[src/rtl/prize_collector.sv]
// Prize collector: detects a player/regular-prize overlap, clears the tile at the next frame and awards points.
// Optional handshake timeout is enabled by defining PRIZE_COLLECT_TIMEOUT_EN.
module prize_collector #(
  parameter int POINTS_BASE     = 10,
  parameter int COOLDOWN_FRAMES = 4,
  parameter int ACK_TIMEOUT     = 1023
) (
  input  logic       clk,
  input  logic       resetN,
  input  logic       startOfFrame,
  input  logic       prizeDrawReq,
  input  logic       playerDrawReq,
  input  logic [2:0] prize_type,
  input  logic [1:0] prize_color,
  input  logic [4:0] tileCol,
  input  logic [4:0] tileRow,
  input  logic       clear_ack,
  output logic       clear_req,
  output logic [4:0] clear_col,
  output logic [4:0] clear_row,
  output logic       score_valid,
  output logic [7:0] score_add,
  output logic [7:0] collected_cnt,
  output logic       timeout_err
);

  localparam logic [2:0] TYPE_REGU = 3'b001;
  localparam logic [3:0] CD_LOAD   = 4'(COOLDOWN_FRAMES);

  typedef enum logic [1:0] {
    ST_IDLE     = 2'd0,
    ST_ARMED    = 2'd1,
    ST_REPORT   = 2'd2,
    ST_COOLDOWN = 2'd3
  } state_t;

  state_t     r_state;
  logic       r_clear_req;
  logic [4:0] r_col;
  logic [4:0] r_row;
  logic [1:0] r_color;
  logic       r_score_valid;
  logic [7:0] r_score_add;
  logic [7:0] r_collected;
  logic [3:0] r_cd_cnt;
  logic       w_hit;

  // Award arithmetic wraps modulo 256 by construction of the 8-bit result.
  function automatic logic [7:0] award(input logic [1:0] color);
    return 8'(POINTS_BASE) * ({6'd0, color} + 8'd1);
  endfunction

  assign w_hit = prizeDrawReq && playerDrawReq && (prize_type == TYPE_REGU);

`ifdef PRIZE_COLLECT_TIMEOUT_EN
  localparam logic [9:0] TO_LAST = 10'(ACK_TIMEOUT - 1);
  logic [9:0] r_to_cnt;
  logic       r_timeout_err;
`endif

  // Collection FSM with all outputs registered.
  always_ff @(posedge clk or negedge resetN) begin
    if (!resetN) begin
      r_state       <= ST_IDLE;
      r_clear_req   <= 1'b0;
      r_col         <= 5'd0;
      r_row         <= 5'd0;
      r_color       <= 2'd0;
      r_score_valid <= 1'b0;
      r_score_add   <= 8'd0;
      r_collected   <= 8'd0;
      r_cd_cnt      <= 4'd0;
`ifdef PRIZE_COLLECT_TIMEOUT_EN
      r_to_cnt      <= 10'd0;
      r_timeout_err <= 1'b0;
`endif
    end else begin
      r_score_valid <= 1'b0;
`ifdef PRIZE_COLLECT_TIMEOUT_EN
      r_timeout_err <= 1'b0;
`endif
      case (r_state)
        ST_IDLE: begin
          // A hit on the frame-boundary cycle belongs to no frame and is dropped.
          if (w_hit && !startOfFrame) begin
            r_col   <= tileCol;
            r_row   <= tileRow;
            r_color <= prize_color;
            r_state <= ST_ARMED;
          end
        end
        ST_ARMED: begin
          if (startOfFrame) begin
            r_clear_req <= 1'b1;
            r_state     <= ST_REPORT;
          end
        end
        ST_REPORT: begin
          if (clear_ack) begin
            r_clear_req   <= 1'b0;
            r_score_valid <= 1'b1;
            r_score_add   <= award(r_color);
            if (r_collected != 8'hFF) begin
              r_collected <= r_collected + 8'd1;
            end
            r_cd_cnt <= CD_LOAD;
            if (CD_LOAD == 4'd0) begin
              r_state <= ST_IDLE;
            end else begin
              r_state <= ST_COOLDOWN;
            end
`ifdef PRIZE_COLLECT_TIMEOUT_EN
            r_to_cnt <= 10'd0;
          end else if (r_to_cnt == TO_LAST) begin
            r_clear_req   <= 1'b0;
            r_timeout_err <= 1'b1;
            r_to_cnt      <= 10'd0;
            r_state       <= ST_IDLE;
          end else begin
            r_to_cnt <= r_to_cnt + 10'd1;
`endif
          end
        end
        ST_COOLDOWN: begin
          if (startOfFrame) begin
            if (r_cd_cnt <= 4'd1) begin
              r_cd_cnt <= 4'd0;
              r_state  <= ST_IDLE;
            end else begin
              r_cd_cnt <= r_cd_cnt - 4'd1;
            end
          end
        end
        default: begin
          r_state     <= ST_IDLE;
          r_clear_req <= 1'b0;
        end
      endcase
    end
  end

  assign clear_req     = r_clear_req;
  assign clear_col     = r_col;
  assign clear_row     = r_row;
  assign score_valid   = r_score_valid;
  assign score_add     = r_score_add;
  assign collected_cnt = r_collected;
`ifdef PRIZE_COLLECT_TIMEOUT_EN
  assign timeout_err   = r_timeout_err;
`else
  assign timeout_err   = 1'b0;
`endif

endmodule
[config.mk]
export PLATFORM = sky130hd
export DESIGN_NAME = prize_collector
export DESIGN_NICKNAME = d
export VERILOG_FILES = /design/src/rtl/prize_collector.sv
export SDC_FILE = /design/constraint.sdc
export NUM_CORES = 1
export LEC_CHECK = 0
export BUFFER_PORTS_ARGS = -buffer_cell sky130_fd_sc_hd__buf_2
export CORE_MARGIN = 2
export CORE_UTILIZATION = 54
export DETAILED_ROUTE_END_ITERATION = 8
export PLACE_DENSITY = 0.91
export SLEW_MARGIN = 20
export SYNTH_ARGS = -nofsm -noshare
export SYNTH_HDL_FRONTEND = slang
export SYNTH_SLANG_ARGS = --single-unit
[constraint.sdc]
create_clock -name clk -period 4.7 [get_ports clk]
set_clock_uncertainty 0.2 [all_clocks]
set_input_delay 0.94 -clock clk [delete_from_list [all_inputs] [get_ports clk]]
set_output_delay 0.94 -clock clk [all_outputs]
set_load 0.02 [all_outputs]
Word-level counts from Yosys, hierarchy flattened:

Index checks and enable logic that the tools add are counted.

* add/sub/neg operators: 3
* $mul: 1
* order comparisons: 1
* equal/unequal tests: 10
* mux-type cells: 15
* reductions and logical operators: 13

Operator list (number)
* 4-bit 2-to-1 mux: 3
* 2-bit 2-to-1 mux: 5
* 2-bit inequality test, second input constant: 5
* 3-bit AND reduction: 3
* 8-bit by 1-bit adder with 8-bit output, second input constant: 1
* 8-bit inequality test, second input constant: 1
* 2-bit one-hot mux with 4 select lines: 1
* 4-bit one-hot mux with 2 select lines: 1
* 3-bit by 3-bit multiplier with 6-bit output, first input constant: 1
* 5-bit AND reduction: 1
* 2-bit == test, second input constant: 2
* 4-bit by 1-bit less-or-equal comparator with 1-bit output, second input constant: 1
* 1-bit 2-to-1 mux: 4
* 2-bit AND reduction: 2
* 2-bit nonzero test: 2
* 4-bit by 1-bit subtractor with 4-bit output, second input constant: 1
* 2-bit by 1-bit adder with 3-bit output, second input constant: 1
* 3-bit by 1-bit == test with 1-bit output, second input constant: 1
* 1-bit logical AND: 3
* 2-bit by 1-bit == test with 1-bit output, second input constant: 1
* 2-bit logical NOT: 1
* 1-bit one-hot mux with 2 select lines: 1
* 1-bit logical NOT: 1

* register bits after elaboration: 35
* bits of input ports: 21
* logic and storage cells: 52

Longest topological paths before layout:

* depth after elaboration: 5
* mapped depth: 7
* gate-level depth less buffers: 6

Least setup slack after synthesis:

Ideal clock, no wire load.

* path type: input-to-reg
* from: input prize_type[1]
* to: register r_state[1]
* library setup time: 0.125 ns
* arrival: 1.945 ns
* required time: 4.375 ns
* setup slack: 2.430 ns
* cell stages on the path: 4
* buffers on the path: 0
* cells stage by stage: and4bb_1 > a31oi_1 > or3b_4 > mux2_4

* word-level cells in the longest chain between the ends: 5

Ends and longest elaborated chain
* start: declaration: line 13 `input logic [2:0] prize_type,`
* 3-bit by 1-bit == test with 1-bit output: line 53 `assign w_hit = prizeDrawReq && playerDrawReq && (prize_type == TYPE_REGU);`
* 1-bit logical AND: line 53
* 1-bit logical AND: line 85 `if (w_hit && !startOfFrame) begin`
* 2-bit inequality test (no source line)
* 5-bit AND reduction (no source line)
* end signal: assignment: line 64 `r_state <= ST_IDLE;`
* end signal: assignment: line 89 `r_state <= ST_ARMED;`
* end signal: assignment: line 95 `r_state <= ST_REPORT;`
* end: declaration: line 37 `state_t r_state;`

Every way passes these cells.
A chain may end at the register's enable or synchronous reset.

Worst setup path after layout:

* from: input startOfFrame
* to: register r_col[3] (netlist: clear_col[3])

* word-level cells in the longest chain between the ends: 3

Ends and longest elaborated chain
* start: declaration: line 10 `input logic startOfFrame,`
* 1-bit logical NOT: line 85
* 1-bit logical AND: line 85
* 2-bit AND reduction (no source line)
* end signal: assignment: line 86 `r_col <= tileCol;`
* end: declaration: line 39 `logic [4:0] r_col;`

Every way passes these cells.

==> impl_metrics.csv <==
group,metric,value,unit
placement,hpwlAfterDp,2418,um
clocking,clkTransAtPathRegs,0.10,ns
critical_path,r2r_slack,2.42,ns
die,die_w,58.50,um
critical_path,r2r-end,"collected_cnt[7]",
timing,fmax,434.3,MHz
critical_path,cp_data_arrival_time,2.33,ns
critical_path,r2r_cells,6,
timing,timing_hold_violations_final,0,
clocking,cts_setup_buffers,0,
route,dr_total_vias,1261,
placement,port-buffer-count,46,
die,die_h,58.50,um
clocking,cts-root-buf,"clkbuf_4",
critical_path,startpoint_type,"primary input",
die,die_area,3422,um2
route,ant_nets,0,
timing,fin_crit,2.302,ns
logic_synthesis,synthArstFlopShare,100.0,%
final_layout,drive_gt1_share,37.70,%
route,via_per_inst,5.680,
worst_hold_path,min_from,"score_add[3]",
global_routing,grt_pass1_vias,1221,
logic_synthesis,synthTopCellsByArea,"dfrtp_1 (51%), mux2_2 (11%), ha_1 (7.8%)",
clocking,cts_num_sinks,33,
timing,tightest_slew,0.7110,ns
clocking,cts_resized,0,
critical_path,cp_max_fo,12,
timing,drv_slew,0,
placement,dp_slack,2.022,ns
route,drt_iter0_drc,81,
worst_hold_path,hold_path_class,"reg -> reg",
global_routing,grt_pass1_wl,5499,um
critical_path,cp.required,4.73,ns
logic_synthesis,synth_ff_type,"dfrtp_1",
logic_synthesis,synth-seq-cells,33,
power_and_ir_drop,leakage,0.001044,uW
final_layout,antennaDiodeCount,0,
critical_path,worstSetupPathType,"in -> reg",
timing,finalSetupTns,0,ns
clocking,postCtsHoldBufs,0,
final_layout,syn2layout_area_growth,20.12,%
clocking,clockBufferDepth,2,
logic_synthesis,syn_avg_cell_area,11.38,um2
logic_synthesis,ys_warn_count,0,
logic_synthesis,synth_seq_area_share,51.48,%
route,met1Wirelength,1292,um
power_and_ir_drop,irDropWorstVdd,0.0005599,V
clocking,clock_latency,0.33,ns
logic_synthesis,netlist_area,1604,um2
critical_path,r2r_start,"r_state[0]",
critical_path,crit_path_end_kind,"flip-flop",
worst_hold_path,min_to,"score_add[3]",
final_layout,fin_nets,221,
timing,slew_headroom,52.60,%
logic_synthesis,synthTopCellsByCount,"dfrtp_1 (33), mux2_2 (15), nand2_1 (15), ha_1 (10), inv_1 (8)",
logic_synthesis,yosys.area.top_type,"dfrtp_1",
logic_synthesis,synth_top_area_share,51.48,%
logic_synthesis,synthCells,141,
clocking,ctsHtreeMaxLevel,2,
route,wl_met2,1717,um
route,drc,0,
route,dr.max_layer_used,"met4",
global_routing,grt_overflow_total,0,
worst_hold_path,hold_depth,2,
clocking,cts_buffers,5,
clocking,cts_tree,"done",
global_routing,antenna_found_initial,0,
timing,period_share,48.99,%
die,num_rows,19,
run,maxCapViolations,0,
route,wl,3331,um
logic_synthesis,synth.most_common_cell,"dfrtp_1",
logic_synthesis,synth_cell_types,40,
power_and_ir_drop,powerDensity,601.0,nW/um2
global_routing,grt_max_degree,34,
die,io_pins,50,
timing,timing.final.ws_setup,2.398,ns
die,core,2781,um2
timing,rsz0062_at_grt,"false",
outcome,outcome,"finished clean",
global_routing,grt_usage,22.00,%
route,met3WireLength,208,um
timing,setup_viol,0,
placement,place_congestion,0.8143,
route,wire_per_inst,15.00,um
die,start_util,57.67,%
route,first_pass_iters,4,
logic_synthesis,synth_edf_count,0,
-- routing by layer --
layer | GRT usage, % | vias up
met5 | 0 | -
li1 | - | 587
met2 | 35.31 | 54
met4 | 11.63 | 0
met3 | 7.033 | 12
met1 | 26.42 | 608
-- area by class of cell --
class                   count  area, um2
well taps                  31      38.79
repair buffers             46      230.2
inverters                   9      33.78
fillers                   200      854.6
clock buffers               7      55.05
flip-flops and latches     33      825.8
clock inverters             1      30.03
multi-input cells          95      713.2
-- worst max path at each step --
stage	startpoint	to	slack, ns	cells after the start
3_3_place_gp	startOfFrame	clear_col[2]	2.11	4
6_report	startOfFrame	clear_col[3]	2.40	4
4_1_cts	startOfFrame	clear_col[3]	2.38	4
5_1_grt	r_state[0]	collected_cnt[7]	2.27	6
2_1_floorplan	prize_type[1]	r_state[1]	2.43	4
3_5_place_dp	prize_type[1]	clear_col[3]	2.02	4
-- where the power goes --
group | internal (uW) | leakage (uW) | switching (uW)
sequential | 372 | 0.000432 | 76.6
combinational | 203 | 0.000567 | 284
clock | 127 | 0.0000455 | 95.5
-- layout by cell type, fill, tap and decap left out, drive strengths merged, types with 2 or more instances in the layout --
cell type  Yosys  final
nor3           3      3
o21ai          7      7
nand2         15     15
a21oi          4      4
dfrtp         33     33
a31oi          2      2
ha            10     10
mux2          16     16
nor2           5      5
nand3          2      2
conb           1      3
o31ai          2      2
and3           3      3
clkbuf         1      7
buf            5     46
nand4          2      2
o21a           2      2
inv            8      8
a22o           2      2
-- critical path: stages --
cell and delay [ns]:
buf_2 0.12, and4bb_1 0.28, nand4_1 0.50, mux2_2 0.48
-- sequential cells by signal (all words and copies together) (netlist names) --
register       flops
clear_col          5
r_color            2
score_valid        1
r_cd_cnt           4
clear_req          1
collected_cnt      8
clear_row          5
r_state            2
score_add          5
-- per-stage QoR --
stage | power (uW) | hold slack [ns] | cells | utilization [%] | instance area [um2]
after floorplan | 786.4 | 0.3213 | 143 | - | 1612
after global placement | 893.7 | 0.2610 | 214 | 66.22 | 1842
after detailed placement | 931.0 | 0.2768 | 214 | 66.22 | 1842
after CTS | 1162 | 0.3009 | 222 | 69.28 | 1927
after global routing | 1239 | 0.3249 | 222 | 69.28 | 1927
final | 1158 | 0.3046 | 222 | 69.28 | 1927
-- logic make-up after synthesis --
kind of cell             share of synthesized area (%)
AND/OR/NAND/NOR                                  12.48
flip-flops                                       51.48
AO/OA/AOI/OAI                                    10.30
multiplexers                                     12.09
buffers and inverters                            4.524
adder cells (fa/ha/maj)                          7.800
XOR/XNOR                                         1.092
other                                           0.2338
Power figures use the tool's default switching activity.
